$ cat src/rtl/proctypes.sv
// Shared processor types: fetch interface, decoded-operation encoding and
// the decoded-entry record that flows from decode to the render units.
package proctypes;

  typedef logic [31:0] InstructionAddr;
  typedef logic [31:0] Instruction;

  typedef enum logic [1:0] {
    fetchStall    = 2'd0,
    fetchDequeue  = 2'd1,
    fetchRedirect = 2'd2,
    fetchFlush    = 2'd3
  } FetchAction;

  typedef enum logic [2:0] {
    dop_CAMERA   = 3'd0,
    dop_LIGHT    = 3'd1,
    dop_SHAPE    = 3'd2,
    dop_XFORM    = 3'd3,
    dop_MATERIAL = 3'd4,
    dop_RENDER   = 3'd5
  } DecodedOp;

  localparam logic [3:0] OPC_NOP      = 4'h0;
  localparam logic [3:0] OPC_CAMERA   = 4'h1;
  localparam logic [3:0] OPC_LIGHT    = 4'h2;
  localparam logic [3:0] OPC_SHAPE    = 4'h3;
  localparam logic [3:0] OPC_XFORM    = 4'h4;
  localparam logic [3:0] OPC_MATERIAL = 4'h5;
  localparam logic [3:0] OPC_RENDER   = 4'h6;
  localparam logic [3:0] OPC_END      = 4'hF;

  typedef struct packed {
    InstructionAddr pc;
    DecodedOp       op;
    logic [3:0]     target;
    logic [31:0]    imm;
  } DecodedEntry;

  // Only meaningful for legal opcodes; other values are never pushed.
  function automatic DecodedOp opc_to_dop(input logic [3:0] opc);
    case (opc)
      OPC_LIGHT:    return dop_LIGHT;
      OPC_SHAPE:    return dop_SHAPE;
      OPC_XFORM:    return dop_XFORM;
      OPC_MATERIAL: return dop_MATERIAL;
      OPC_RENDER:   return dop_RENDER;
      default:      return dop_CAMERA;
    endcase
  endfunction

endpackage

$ cat src/rtl/instruction_decode_fifo.sv
// Synchronous FIFO of decoded entries with occupancy count; storage is
// cleared on reset so the head reads as zero until the first push.
module decoded_fifo
  import proctypes::*;
#(
  parameter int unsigned DEPTH = 2
) (
  input  logic                     clk,
  input  logic                     rst,
  input  logic                     push,
  input  logic                     pop,
  input  DecodedEntry              din,
  output DecodedEntry              head,
  output logic [$clog2(DEPTH):0]   count
);

  localparam int unsigned AW = $clog2(DEPTH);

  DecodedEntry     mem [DEPTH];
  logic [AW-1:0]   wr_ptr;
  logic [AW-1:0]   rd_ptr;

  always_ff @(posedge clk or posedge rst) begin
    if (rst) begin
      for (int unsigned i = 0; i < DEPTH; i++) mem[i] <= '0;
      wr_ptr <= '0;
      rd_ptr <= '0;
      count  <= '0;
    end else begin
      if (push) begin
        mem[wr_ptr] <= din;
        wr_ptr      <= wr_ptr + 1'b1;
      end
      if (pop) rd_ptr <= rd_ptr + 1'b1;
      case ({push, pop})
        2'b10:   count <= count + 1'b1;
        2'b01:   count <= count - 1'b1;
        default: count <= count;
      endcase
    end
  end

  assign head = mem[rd_ptr];

endmodule

$ cat src/rtl/instruction_decode.sv
// Decode stage: pulls instructions from fetch, splits them into op/target/imm,
// buffers legal ops for the render units and tracks END and illegal opcodes.
module instruction_decode
  import proctypes::*;
#(
  parameter int unsigned FIFO_DEPTH = 2
) (
  input  logic           clk,
  input  logic           rst,
  input  logic           start,
  input  logic           instruction_valid,
  input  InstructionAddr pc_in,
  input  Instruction     inst,
  output FetchAction     action,
  output logic           dec_valid,
  input  logic           dec_ready,
  output InstructionAddr dec_pc,
  output DecodedOp       dec_op,
  output logic [3:0]     dec_target,
  output logic [31:0]    dec_imm,
  output logic           halted,
  output logic           illegal_seen,
  output InstructionAddr illegal_pc
);

  localparam int unsigned CW = $clog2(FIFO_DEPTH) + 1;

  typedef enum logic [1:0] {sIDLE, sRUN, sDRAIN, sHALT} state_t;

  state_t        state;
  state_t        state_nxt;
  logic [CW-1:0] count;
  logic [3:0]    opc;
  logic          not_full;
  logic          accept;
  logic          is_legal;
  logic          is_end;
  logic          is_illegal;
  logic          push;
  logic          pop;
  DecodedEntry   entry;
  DecodedEntry   head;

  assign opc        = inst[31:28];
  assign not_full   = (count != CW'(FIFO_DEPTH));
  assign accept     = instruction_valid && (action == fetchDequeue);
  assign is_legal   = (opc >= OPC_CAMERA) && (opc <= OPC_RENDER);
  assign is_end     = (opc == OPC_END);
  assign is_illegal = !is_legal && !is_end && (opc != OPC_NOP);
  assign push       = accept && is_legal;
  assign pop        = dec_valid && dec_ready;

  assign entry.pc     = pc_in;
  assign entry.op     = opc_to_dop(opc);
  assign entry.target = inst[27:24];
  assign entry.imm    = {{8{inst[23]}}, inst[23:0]};

  decoded_fifo #(.DEPTH(FIFO_DEPTH)) u_fifo (
    .clk   (clk),
    .rst   (rst),
    .push  (push),
    .pop   (pop),
    .din   (entry),
    .head  (head),
    .count (count)
  );

  always_ff @(posedge clk or posedge rst) begin
    if (rst) state <= sIDLE;
    else     state <= state_nxt;
  end

  // Acceptance in sRUN is restated from state/count so action never feeds back
  // into the block that computes it.
  always_comb begin
    state_nxt = state;
    action    = fetchStall;
    case (state)
      sIDLE: if (start) state_nxt = sRUN;
      sRUN: begin
        if (not_full) action = fetchDequeue;
        if (instruction_valid && not_full && is_end) state_nxt = sDRAIN;
      end
      sDRAIN: if (count == '0) state_nxt = sHALT;
      sHALT:  state_nxt = sHALT;
      default: state_nxt = sIDLE;
    endcase
  end

  always_ff @(posedge clk or posedge rst) begin
    if (rst) begin
      illegal_seen <= 1'b0;
      illegal_pc   <= '0;
    end else if (accept && is_illegal && !illegal_seen) begin
      illegal_seen <= 1'b1;
      illegal_pc   <= pc_in;
    end
  end

  assign halted     = (state == sHALT);
  assign dec_valid  = (count != '0);
  assign dec_pc     = head.pc;
  assign dec_op     = head.op;
  assign dec_target = head.target;
  assign dec_imm    = head.imm;

endmodule

$ cat config.mk
export PLATFORM = sky130hd
export DESIGN_NAME = instruction_decode
export DESIGN_NICKNAME = d
export VERILOG_FILES = /design/src/rtl/proctypes.sv /design/src/rtl/instruction_decode_fifo.sv /design/src/rtl/instruction_decode.sv
export SDC_FILE = /design/constraint.sdc
export NUM_CORES = 1
export LEC_CHECK = 0
export CELL_PAD_IN_SITES_DETAIL_PLACEMENT = 1
export CELL_PAD_IN_SITES_GLOBAL_PLACEMENT = 1
export CORE_UTILIZATION = 39
export CTS_BUF_LIST = sky130_fd_sc_hd__clkbuf_4
export DETAILED_ROUTE_END_ITERATION = 8
export PLACE_DENSITY_LB_ADDON = 0.2
export REMOVE_ABC_BUFFERS = 1
export SYNTH_ARGS = -nofsm -noshare
export SYNTH_HDL_FRONTEND = slang
export SYNTH_HIERARCHICAL = 1
export SYNTH_SLANG_ARGS = --single-unit
$ cat constraint.sdc
create_clock -name clk -period 4 [get_ports clk]
set_clock_uncertainty 0.1 [all_clocks]
set_input_delay 0.4 -clock clk [delete_from_list [all_inputs] [get_ports clk]]
set_output_delay 0.4 -clock clk [all_outputs]
set_load 0.01 [all_outputs]
==> results by group <==
GRT
  • Largest net degree at the start of global routing: 115
  • Initial antenna violation count: 0
  • Total GRT Usage: between 10% and 20%
  • Vias in the first global route: between 5000 and 6000
  • Overflow left after global routing: 0
  • First-pass GRT wire length: 28600 um

Placement
  • Dpl cells: between 900 and 1000
  • Final HPWL DP: 12100 um
  • Port Buffers: about 180
  • GPL Wtd Cong: 0.732
  • Dpl cell area: between 0.009 and 0.01 sq mm
  • Pre-CTS WS: 1.13 ns

CTS
  • H-tree levels: 4
  • Clk_lat worst skew: approximately 0.54 ns
  • Clk sinks: 181
  • Hold_buf cts: 0
  • Root Driver: clkbuf_4
  • Inserted Clock Buffers: 17
  • Setup Buffers After CTS: 0
  • Post-cts resize count: 0
  • CTS tree: built
  • Clk buf depth: 2
  • Clock slew at reported path FFs: 0.15 ns

Critical path
  • Critical Path Start: u_fifo/rd_ptr$_DFFE_PP0P_
  • Slowest-stage cell, CP: dfrtp_4
  • Critical Path Stages: 3
  • CP Max Fanout: 41
  • CP endpoint kind: output pin
  • RR Startpoint: u_fifo/count[0]$_DFFE_PP0P_
  • Crit path max-delay family: buffers and inverters
  • R2R depth: 6
  • R2R Setup Slk: between 1.5 and 2 ns
  • CP bufs+invs: 2
  • Largest stage delay on the critical path: 0.77 ns
  • Worst-path cell chain: buf_12, mux2_2, clkdlybuf4s50_1
  • CP Launch Type: flop
  • Reg-to-reg endpoint: u_fifo/mem[57]$_DFFE_PP0P_
  • Critical Path End: dec_imm[7]
  • Data required, critical path: 3.50 ns
  • CP Class: flop to output pin
  • Crit path DAT: roughly 2.6 ns

STA
  • RSZ-0062 raised after global routing: no
  • Final Hold Fails: 0
  • Final-report setup violation count: 0
  • Fin. max-slew vios: 0
  • Setup slack after layout: 0.936 ns
  • Fin crit share: 76.6%
  • Fmax: 326 MHz
  • Tmin final: 3.06 ns
  • Least-Margin Pin Slew: 1.03 ns
  • Relative slew slack: between 30% and 40%

Synth
  • Synth cell count leaders: mux2_2, dfrtp_1, mux2_4, buf_6
  • YS warnings: 6
  • Top cells by area, synth: dfrtp_1, mux2_2, mux2_4, buf_6, clkbuf_8
  • Syn avg cell area: 16.0 sq um
  • Post-synth EDFFs: 0
  • Share of the synthesized area in the top cell type: 57.1%
  • Leading area contributor after synthesis: dfrtp_1
  • Most common cell in the netlist: mux2_2
  • Post-synthesis register bit count: 181
  • Post-synthesis cell count: 495
  • Post-synth cell types: 28
  • Mapped Area: 0.00793 sq mm
  • Sequential share of the synthesized area: 57.1%
  • Ys flop type: dfrtp_1
  • Async SR Flop Fraction: 100%

Floorplan
  • DIE AREA: 0.0209 sq mm
  • Rows: between 50 and 60
  • Die height: 145 um
  • Top Ports: 177
  • Die width: around 140 um
  • Core region area: 0.0197 sq mm
  • Initial Util: roughly two fifths

Power
  • Worst-case vdd ir drop: 0.301 mV
  • LEAKAGE: roughly 4.3 nW
  • Pwr dens: 801 mW/mm^2

Drt
  • Post-route ant nets: 0
  • 1st-pass router iterations: 4
  • Overall routed net length: 17600 um
  • DRC viols: 0
  • Initial DRC count: 140
  • DR vias: about 4700
  • WL per Instance: 18.5 um
  • Vias/cell: 4.91

Layout
  • Number of fill cells: 1883
  • Diode count: 0
  • Nets@finish: 743
  • Fin area: 0.0102 sq mm
  • Non-Filler Instances: 950
  • Multi-input logic area: 0.00313 sq mm
  • Reg area: 0.00453 sq mm
  • Synthesis-to-finish area growth: 28.1%
  • Share of layout cells above drive strength 1: 41.9%

Job
  • Max-cap violations: 0

Run status
  • Status: completed

Hold path
  • Hold crit path type: primary input to async pin
==> cell usage in the layout, fill, tap and decap left out, drive strengths merged, types with 3 or more instances in the layout <==
master         synthesis  layout
buf                   19      10
bufinv                 0       3
clkbuf                 7      17
clkdlybuf4s50          0     175
clkinv                 0       6
clkinvlp               0       4
dfrtp                181     181
inv                    5       6
mux2                 245     245
nand2                  3       3
nor2                   9       9
nor3                   3       3
xnor2                  3       3
xor2                   4       4
==> worst register-to-register path: cells and delay by family (launching register included) <==
kind	cells	cell delay, ns
AND/OR/NAND/NOR	3	0.66
AO/OA/AOI/OAI	1	0.44
buffers and inverters	1	0.33
flip-flops	1	0.45
multiplexers	1	0.37
==> sequential cells by signal (all words and copies together) (netlist names) <==
signal         count
illegal_pc        32
illegal_seen       1
state              2
u_fifo/count       2
u_fifo/mem       142
u_fifo/rd_ptr      1
u_fifo/wr_ptr      1
==> stage by stage <==
stage	hold slack (ns)	util (%)	power, mW	setup TNS (ns)
after floorplan	0.354	-	5.20	-61.76
after global placement	0.363	50.0	7.00	0
after detailed placement	0.379	50.0	7.19	0
after CTS	0.149	51.5	8.27	0
after global routing	0.166	51.5	8.69	0
final	0.189	51.5	8.14	0
==> routing by layer <==
layer / GRT usage [%] / wire, um / share of wire (%) / up-vias
li1: - / - / - / 2108
met1: 22.3 / 7510 / 43 / 2423
met2: 30.0 / 8590 / 49 / 120
met3: 6.62 / 1370 / 7.8 / 9
met4: 4.16 / 116 / 0.66 / 0
met5: 0 / 0 / 0 / -
==> worst min path at each step <==
stage / to / slack [ns] / cells after the start
3_3_place_gp: u_fifo/mem[131]$_DFFE_PP0P_ / 0.36 / 1
2_1_floorplan: u_fifo/mem[127]$_DFFE_PP0P_ / 0.35 / 1
4_1_cts: illegal_pc[12]$_DFFE_PP0P_ / 0.15 / 2
3_5_place_dp: u_fifo/mem[128]$_DFFE_PP0P_ / 0.38 / 1
6_report: illegal_pc[11]$_DFFE_PP0P_ / 0.19 / 2
5_1_grt: illegal_pc[22]$_DFFE_PP0P_ / 0.17 / 2
==> logic make-up (layout without fill, tap and decap cells) <==
| logic type | count (synthesis) | after routing | synth area share [%] |
|---|---|---|---|
| muxes | 245 | 245 | 36.2 |
| DFF | 181 | 181 | 57.1 |
| buffers and inverters | 31 | 221 | 3.47 |
| and+or+nand+nor | 25 | 25 | 1.96 |
| xor gates and xnor gates | 7 | 7 | 0.773 |
| AOI/OAI and AO/OA | 4 | 4 | 0.284 |
| adders and majority gates | 1 | 1 | 0.158 |
| other | 1 | 1 | 0.0473 |
==> power by group <==
part,internal [mW],switching (mW)
clock,0.426,0.621
combinational,2.50,1.35
sequential,2.71,0.531
==> final cells by class <==
| class | count | share of cell area, % |
|---|---|---|
| clock buffers | 17 | 1.26 |
| clock inverters | 14 | 1.58 |
| inverters | 5 | 0.234 |
| multi-input cells | 283 | 30.8 |
| flip-flops and latches | 181 | 44.6 |
| well taps | 265 | 3.26 |
| repair buffers | 185 | 18.2 |
Note: power is estimated with default switching activity, not from simulation.
